==> config.mk <==
export PLATFORM = sky130hd
export DESIGN_NAME = controlador_escritura_registros
export DESIGN_NICKNAME = d
export VERILOG_FILES = /design/src/rtl/controlador_escritura_registros.sv
export SDC_FILE = /design/constraint.sdc
export NUM_CORES = 1
export LEC_CHECK = 0
export ABC_CLOCK_PERIOD_IN_PS = 3500
export CORE_UTILIZATION = 35
export DETAILED_ROUTE_END_ITERATION = 7
export SLEW_MARGIN = 5
export SYNTH_ARGS = -nofsm -noshare
export SYNTH_HDL_FRONTEND = slang
export SYNTH_SLANG_ARGS = --single-unit
==> constraint.sdc <==
create_clock -name clk -period 3.5 [get_ports clk]
set_input_delay 0.875 -clock clk [delete_from_list [all_inputs] [get_ports clk]]
set_output_delay 0.875 -clock clk [all_outputs]
set_load 0.005 [all_outputs]
==> src/rtl/controlador_escritura_registros.sv <==
// rtl/controlador_escritura_registros.sv - write-side sequencer for the register bank
// Optional macro ZERO_REG_EN: requests to address 0 complete the handshake but are dropped.
module controlador_escritura_registros #(
  parameter int DATA_WIDTH = 32,
  parameter int ADDR_WIDTH = 5,
  parameter int FIFO_DEPTH = 4
) (
  input  logic                          clk,
  input  logic                          rst_n,
  input  logic                          in_valid,
  output logic                          in_ready,
  input  logic [ADDR_WIDTH-1:0]         in_address,
  input  logic [DATA_WIDTH-1:0]         in_data,
  input  logic                          clear_req,
  output logic [ADDR_WIDTH-1:0]         write_address,
  output logic [DATA_WIDTH-1:0]         data_write,
  output logic                          write_enable,
  output logic                          busy,
  output logic [$clog2(FIFO_DEPTH):0]   fifo_count
);

  localparam int PW = $clog2(FIFO_DEPTH);
  localparam int CW = PW + 1;

  localparam logic [1:0] S_CLEAR = 2'd0;
  localparam logic [1:0] S_RUN   = 2'd1;
  localparam logic [1:0] S_DRAIN = 2'd2;

  logic [1:0]            r_state;
  logic [ADDR_WIDTH-1:0] r_clr_idx;
  logic [ADDR_WIDTH-1:0] r_mem_addr [FIFO_DEPTH];
  logic [DATA_WIDTH-1:0] r_mem_data [FIFO_DEPTH];
  logic [PW-1:0]         r_wr_ptr;
  logic [PW-1:0]         r_rd_ptr;
  logic [CW-1:0]         r_count;
  logic                  r_we;
  logic [ADDR_WIDTH-1:0] r_waddr;
  logic [DATA_WIDTH-1:0] r_wdata;

  logic w_full;
  logic w_accept;
  logic w_push;
  logic w_pop;

  assign w_full   = (r_count == CW'(FIFO_DEPTH));
  assign w_accept = in_valid && !w_full;
`ifdef ZERO_REG_EN
  assign w_push   = w_accept && (in_address != '0);
`else
  assign w_push   = w_accept;
`endif
  // The clear sequence owns the write port, so the FIFO only drains outside CLEAR.
  assign w_pop    = (r_state != S_CLEAR) && (r_count != '0);

  assign in_ready      = !w_full;
  assign busy          = !((r_state == S_RUN) && (r_count == '0));
  assign fifo_count    = r_count;
  assign write_enable  = r_we;
  assign write_address = r_waddr;
  assign data_write    = r_wdata;

  always_ff @(posedge clk) begin
    if (w_push) begin
      r_mem_addr[r_wr_ptr] <= in_address;
      r_mem_data[r_wr_ptr] <= in_data;
    end
  end

  always_ff @(posedge clk or negedge rst_n) begin
    if (!rst_n) begin
      r_wr_ptr <= '0;
      r_rd_ptr <= '0;
      r_count  <= '0;
    end else begin
      if (w_push) r_wr_ptr <= r_wr_ptr + PW'(1);
      if (w_pop)  r_rd_ptr <= r_rd_ptr + PW'(1);
      case ({w_push, w_pop})
        2'b10:   r_count <= r_count + CW'(1);
        2'b01:   r_count <= r_count - CW'(1);
        default: r_count <= r_count;
      endcase
    end
  end

  always_ff @(posedge clk or negedge rst_n) begin
    if (!rst_n) begin
      r_state   <= S_CLEAR;
      r_clr_idx <= '0;
      r_we      <= 1'b0;
      r_waddr   <= '0;
      r_wdata   <= '0;
    end else begin
      case (r_state)
        S_CLEAR: begin
          r_we      <= 1'b1;
          r_waddr   <= r_clr_idx;
          r_wdata   <= '0;
          r_clr_idx <= r_clr_idx + ADDR_WIDTH'(1);
          if (r_clr_idx == '1) r_state <= S_RUN;
        end
        S_RUN, S_DRAIN: begin
          if (w_pop) begin
            r_we    <= 1'b1;
            r_waddr <= r_mem_addr[r_rd_ptr];
            r_wdata <= r_mem_data[r_rd_ptr];
          end else begin
            r_we    <= 1'b0;
          end
          if (r_state == S_RUN && clear_req) begin
            r_state <= S_DRAIN;
          end else if (r_state == S_DRAIN && r_count == '0) begin
            r_state   <= S_CLEAR;
            r_clr_idx <= '0;
          end
        end
        default: begin
          r_state   <= S_CLEAR;
          r_clr_idx <= '0;
          r_we      <= 1'b0;
        end
      endcase
    end
  end

endmodule
==> impl_metrics.py <==
metrics = {
    "grt": {
        "gr-total-overflow": 0,
        "grt_first_pass_wirelength_um": 23500,
        "track_usage": 0.145,
        "grt_pass1_vias": 4045,
        "grt_antenna_before_repair": 0,
        "grt_max_degree": 40,
    },
    "timing": {
        "setup_tns_ns": 0,
        "setup_viol": 0,
        "period_share": 0.858,
        "fmax_ghz": 0.333,
        "hold_viol": 0,
        "worst_slack_ns": 0.498,
        "relSlewSlack": 0.317,
        "rsz0062_at_grt": "no",
        "fin_crit_ns": 3.00,
        "hold_slack_ns": 0.497,
        "fin_skew_ns": 0.00782,
        "slew_viol_final": 0,
        "tightest_slew_ns": 1.02,
    },
    "synth": {
        "synth_edf_count": 148,
        "synth_mux_area_frac": 0.115,
        "synth-seq-area-share": 0.755,
        "synth_compound_area_frac": 0.0566,
        "netlist_instances": 375,
        "synth-xor-area-share": 0.00691,
        "syn_avg_cell_area_um2": 20.3,
        "syn_nets": 428,
        "yosys.area_share.simple": 0.0262,
        "yosys_warnings": 0,
        "synthAdderAreaFrac": 0.0207,
        "synth_top_family_by_area": "multiplexers",
        "synthArstFlopShare": 0.260,
        "synth.distinct_cells": 39,
        "synth_seq_cells": 200,
        "synth.cell_area_um2": 7610,
        "ys_dominant_reg_cell": "edfxtp_1",
    },
    "critical_path": {
        "r2r_cells": 6,
        "worst-setup-path-type": "register to primary output",
        "cp-start-kind": "register",
        "r2r-end": "data_write[21]$_DFFE_PN0P_",
        "critPathBufInv": 1,
        "cp_max_fo": 6,
        "reg2reg_from": "r_state[0]$_DFFE_PN0P_",
        "endpoint_kind": "primary output",
        "cp_top_family": "simple AND/OR/NAND/NOR gates",
        "required_ns": 2.62,
        "crit_chain": "nor3_1 -> nand2_1 -> clkdlybuf4s50_1",
        "max_stage_delay_ns": 0.69,
        "slowest_stage": "nor3_1",
        "rrSetupSlack_ns": 1.06,
        "arrival_ns": 2.13,
    },
    "drt": {
        "vias_per_cell": 4.99,
        "vias": 3775,
        "drtIter0Drc": 328,
        "drc": 0,
        "ant_nets": 0,
        "wl_per_cell_um": 19.6,
        "routed_wl_um": 14800,
        "drtPass1Iterations": 4,
    },
    "cts": {
        "cts_tree": "built",
        "htree_num_levels": 4,
        "cts_max_path_buffers": 2,
        "clkSinkCount": 200,
        "numCtsBuffers": 17,
        "path_clk_slew_ns": 0.07,
        "hold_buffers": 0,
        "clk_latency_ns": 0.43,
        "postCtsSetupBuffers": 0,
        "root_buffer": "clkbuf_16",
        "post_cts_resized": 0,
    },
    "pwr": {
        "switching_share": 0.295,
        "p_int_mw": 4.98,
        "p_leak_nw": 3.34,
        "power_frac_seq": 0.490,
        "vdd_drop_max_v": 0.000337,
        "p_switching_mw": 2.08,
        "power-per-cell-area_nw_per_um2": 755,
        "power_frac_comb": 0.248,
        "clkPwrFrac": 0.262,
    },
    "floorplan": {
        "io_pins": 84,
        "die_w_um": 149,
        "rows": 53,
        "die_area_um2": 22300,
        "start_util": 0.360,
        "die_h_um": 149,
        "core_area_um2": 21200,
    },
    "placed_design": {
        "hpwl_um": 9420,
        "place_congestion": 0.713,
        "io_buffers": 83,
        "dp_slack_ns": 0.768,
    },
    "run_status": {
        "status": "complete, no violations",
    },
    "min_path": {
        "hp-class": "input port to asynchronous set/reset pin",
    },
    "cells_and_area": {
        "layout-drive-gt1-share": 0.189,
        "nets": 521,
        "syn_to_final_growth_pct": 22.8,
        "diodes": 0,
    },
    "flow_run": {
        "maxCapViolCount": 0,
    },
}
==> synthesized netlist by cell type, types with 2 or more instances <==
master	count	share of area
a221o_1	5	0.0066
a221oi_1	2	0.0023
a22o_1	32	0.037
and2_1	2	0.0016
and3_1	5	0.0041
buf_2	11	0.0072
buf_4	2	0.0020
clkbuf_1	7	0.0035
dfrtp_1	52	0.17
edfxtp_1	148	0.58
ha_1	11	0.018
inv_1	13	0.0064
mux2i_1	2	0.0026
mux4_2	37	0.11
nand2_1	6	0.0030
nand2b_1	2	0.0016
nor2_1	5	0.0025
nor2b_1	2	0.0016
nor3_1	2	0.0013
nor3b_1	5	0.0049
o2bb2ai_1	2	0.0023
xnor2_1	2	0.0023
xor2_1	4	0.0046
==> area by class of cell <==
| class | instances | area (um2) |
|---|---|---|
| Inverter | 13 | 48.8 |
| Clock inverter | 13 | 120 |
| Timing Repair Buffer | 94 | 908 |
| Sequential cell | 200 | 5750 |
| Fill cell | 1831 | 11800 |
| Multi-Input combinational cell | 142 | 1730 |
| Clock buffer | 19 | 443 |
| Tap cell | 275 | 344 |
==> power by group through the flow <==
stage / combinational, mW / clock (mW) / sequential, mW
finish: 1.75 / 1.85 / 3.46
global route: 1.92 / 1.99 / 3.53
CTS: 1.79 / 1.89 / 3.48
detailed placement: 1.78 / 0 / 3.53
global placement: 1.75 / 0 / 3.49
floorplan: 1.41 / 0 / 3.24
==> registers in the layout, indices dropped and copies added (netlist names) <==
signal / count
r_mem_addr: 20
data_write: 32
r_wr_ptr: 2
r_state: 2
write_address: 5
r_clr_idx: 5
r_mem_data: 128
r_rd_ptr: 2
fifo_count: 3
write_enable: 1
==> cell usage in the layout (no fill, tap or decap), types with 2 or more instances in the layout <==
| cell | synthesis | final |
|---|---|---|
| and3_2 | 0 | 4 |
| ha_1 | 11 | 11 |
| clkinv_2 | 0 | 2 |
| mux4_2 | 37 | 37 |
| clkinv_4 | 0 | 3 |
| xnor2_1 | 2 | 2 |
| dfrtp_1 | 52 | 50 |
| clkdlybuf4s50_1 | 0 | 82 |
| nor3b_1 | 5 | 5 |
| xor2_1 | 4 | 4 |
| nand2_1 | 6 | 6 |
| nor3_1 | 2 | 2 |
| nor2_1 | 5 | 4 |
| clkinvlp_4 | 0 | 2 |
| mux2i_1 | 2 | 2 |
| inv_4 | 0 | 3 |
| edfxtp_1 | 148 | 148 |
| a221oi_1 | 2 | 2 |
| nand2b_1 | 2 | 2 |
| and2_1 | 2 | 2 |
| nor2b_1 | 2 | 2 |
| o2bb2ai_1 | 2 | 2 |
| buf_4 | 2 | 11 |
| a22o_1 | 32 | 32 |
| inv_1 | 13 | 13 |
| a221o_1 | 5 | 5 |
| clkbuf_16 | 0 | 17 |
==> metal layers <==
| layer | vias up | global-route usage | routed length [um] |
|---|---|---|---|
| li1 | 1693 | - | - |
| met1 | 1970 | 0.193 | 6480 |
| met2 | 92 | 0.231 | 7430 |
| met3 | 20 | 0.0329 | 639 |
| met4 | 0 | 0.0551 | 232 |
| met5 | - | 0 | 0 |
==> metrics by stage <==
stage	std cells	cell area, um2	utilization	total power [mW]
6_report	756	9340	0.442	7.06
5_1_grt	756	9340	0.442	7.43
4_1_cts	756	9340	0.442	7.16
3_5_place_dp	724	8780	0.415	5.31
3_3_place_gp	724	8780	0.415	5.24
2_1_floorplan	375	7610	-	4.64
==> how the worst max path moves through the flow <==
stage	slack [ns]	end	start	cells after the start
2_1_floorplan	1.29	r_mem_addr[0][0]$_DFFE_PP_	in_valid	1
3_3_place_gp	0.82	fifo_count[2]$_DFFE_PN0P_	in_valid	9
3_5_place_dp	0.77	fifo_count[2]$_DFFE_PN0P_	in_valid	9
4_1_cts	0.50	busy	fifo_count[1]$_DFFE_PN0P_	3
5_1_grt	0.38	busy	fifo_count[0]$_DFFE_PN0P_	3
6_report	0.50	busy	fifo_count[1]$_DFFE_PN0P_	3
==> cells by family after synthesis <==
kind of cell             count (synthesis)
flip-flops                             200
XOR/XNOR                                 6
multiplexers                            41
AO/OA/AOI/OAI                           49
adder cells (fa/ha/maj)                 12
AND/OR/NAND/NOR                         34
buffers and inverters                   33
No activity file was read; power rests on OpenSTA's default activity.
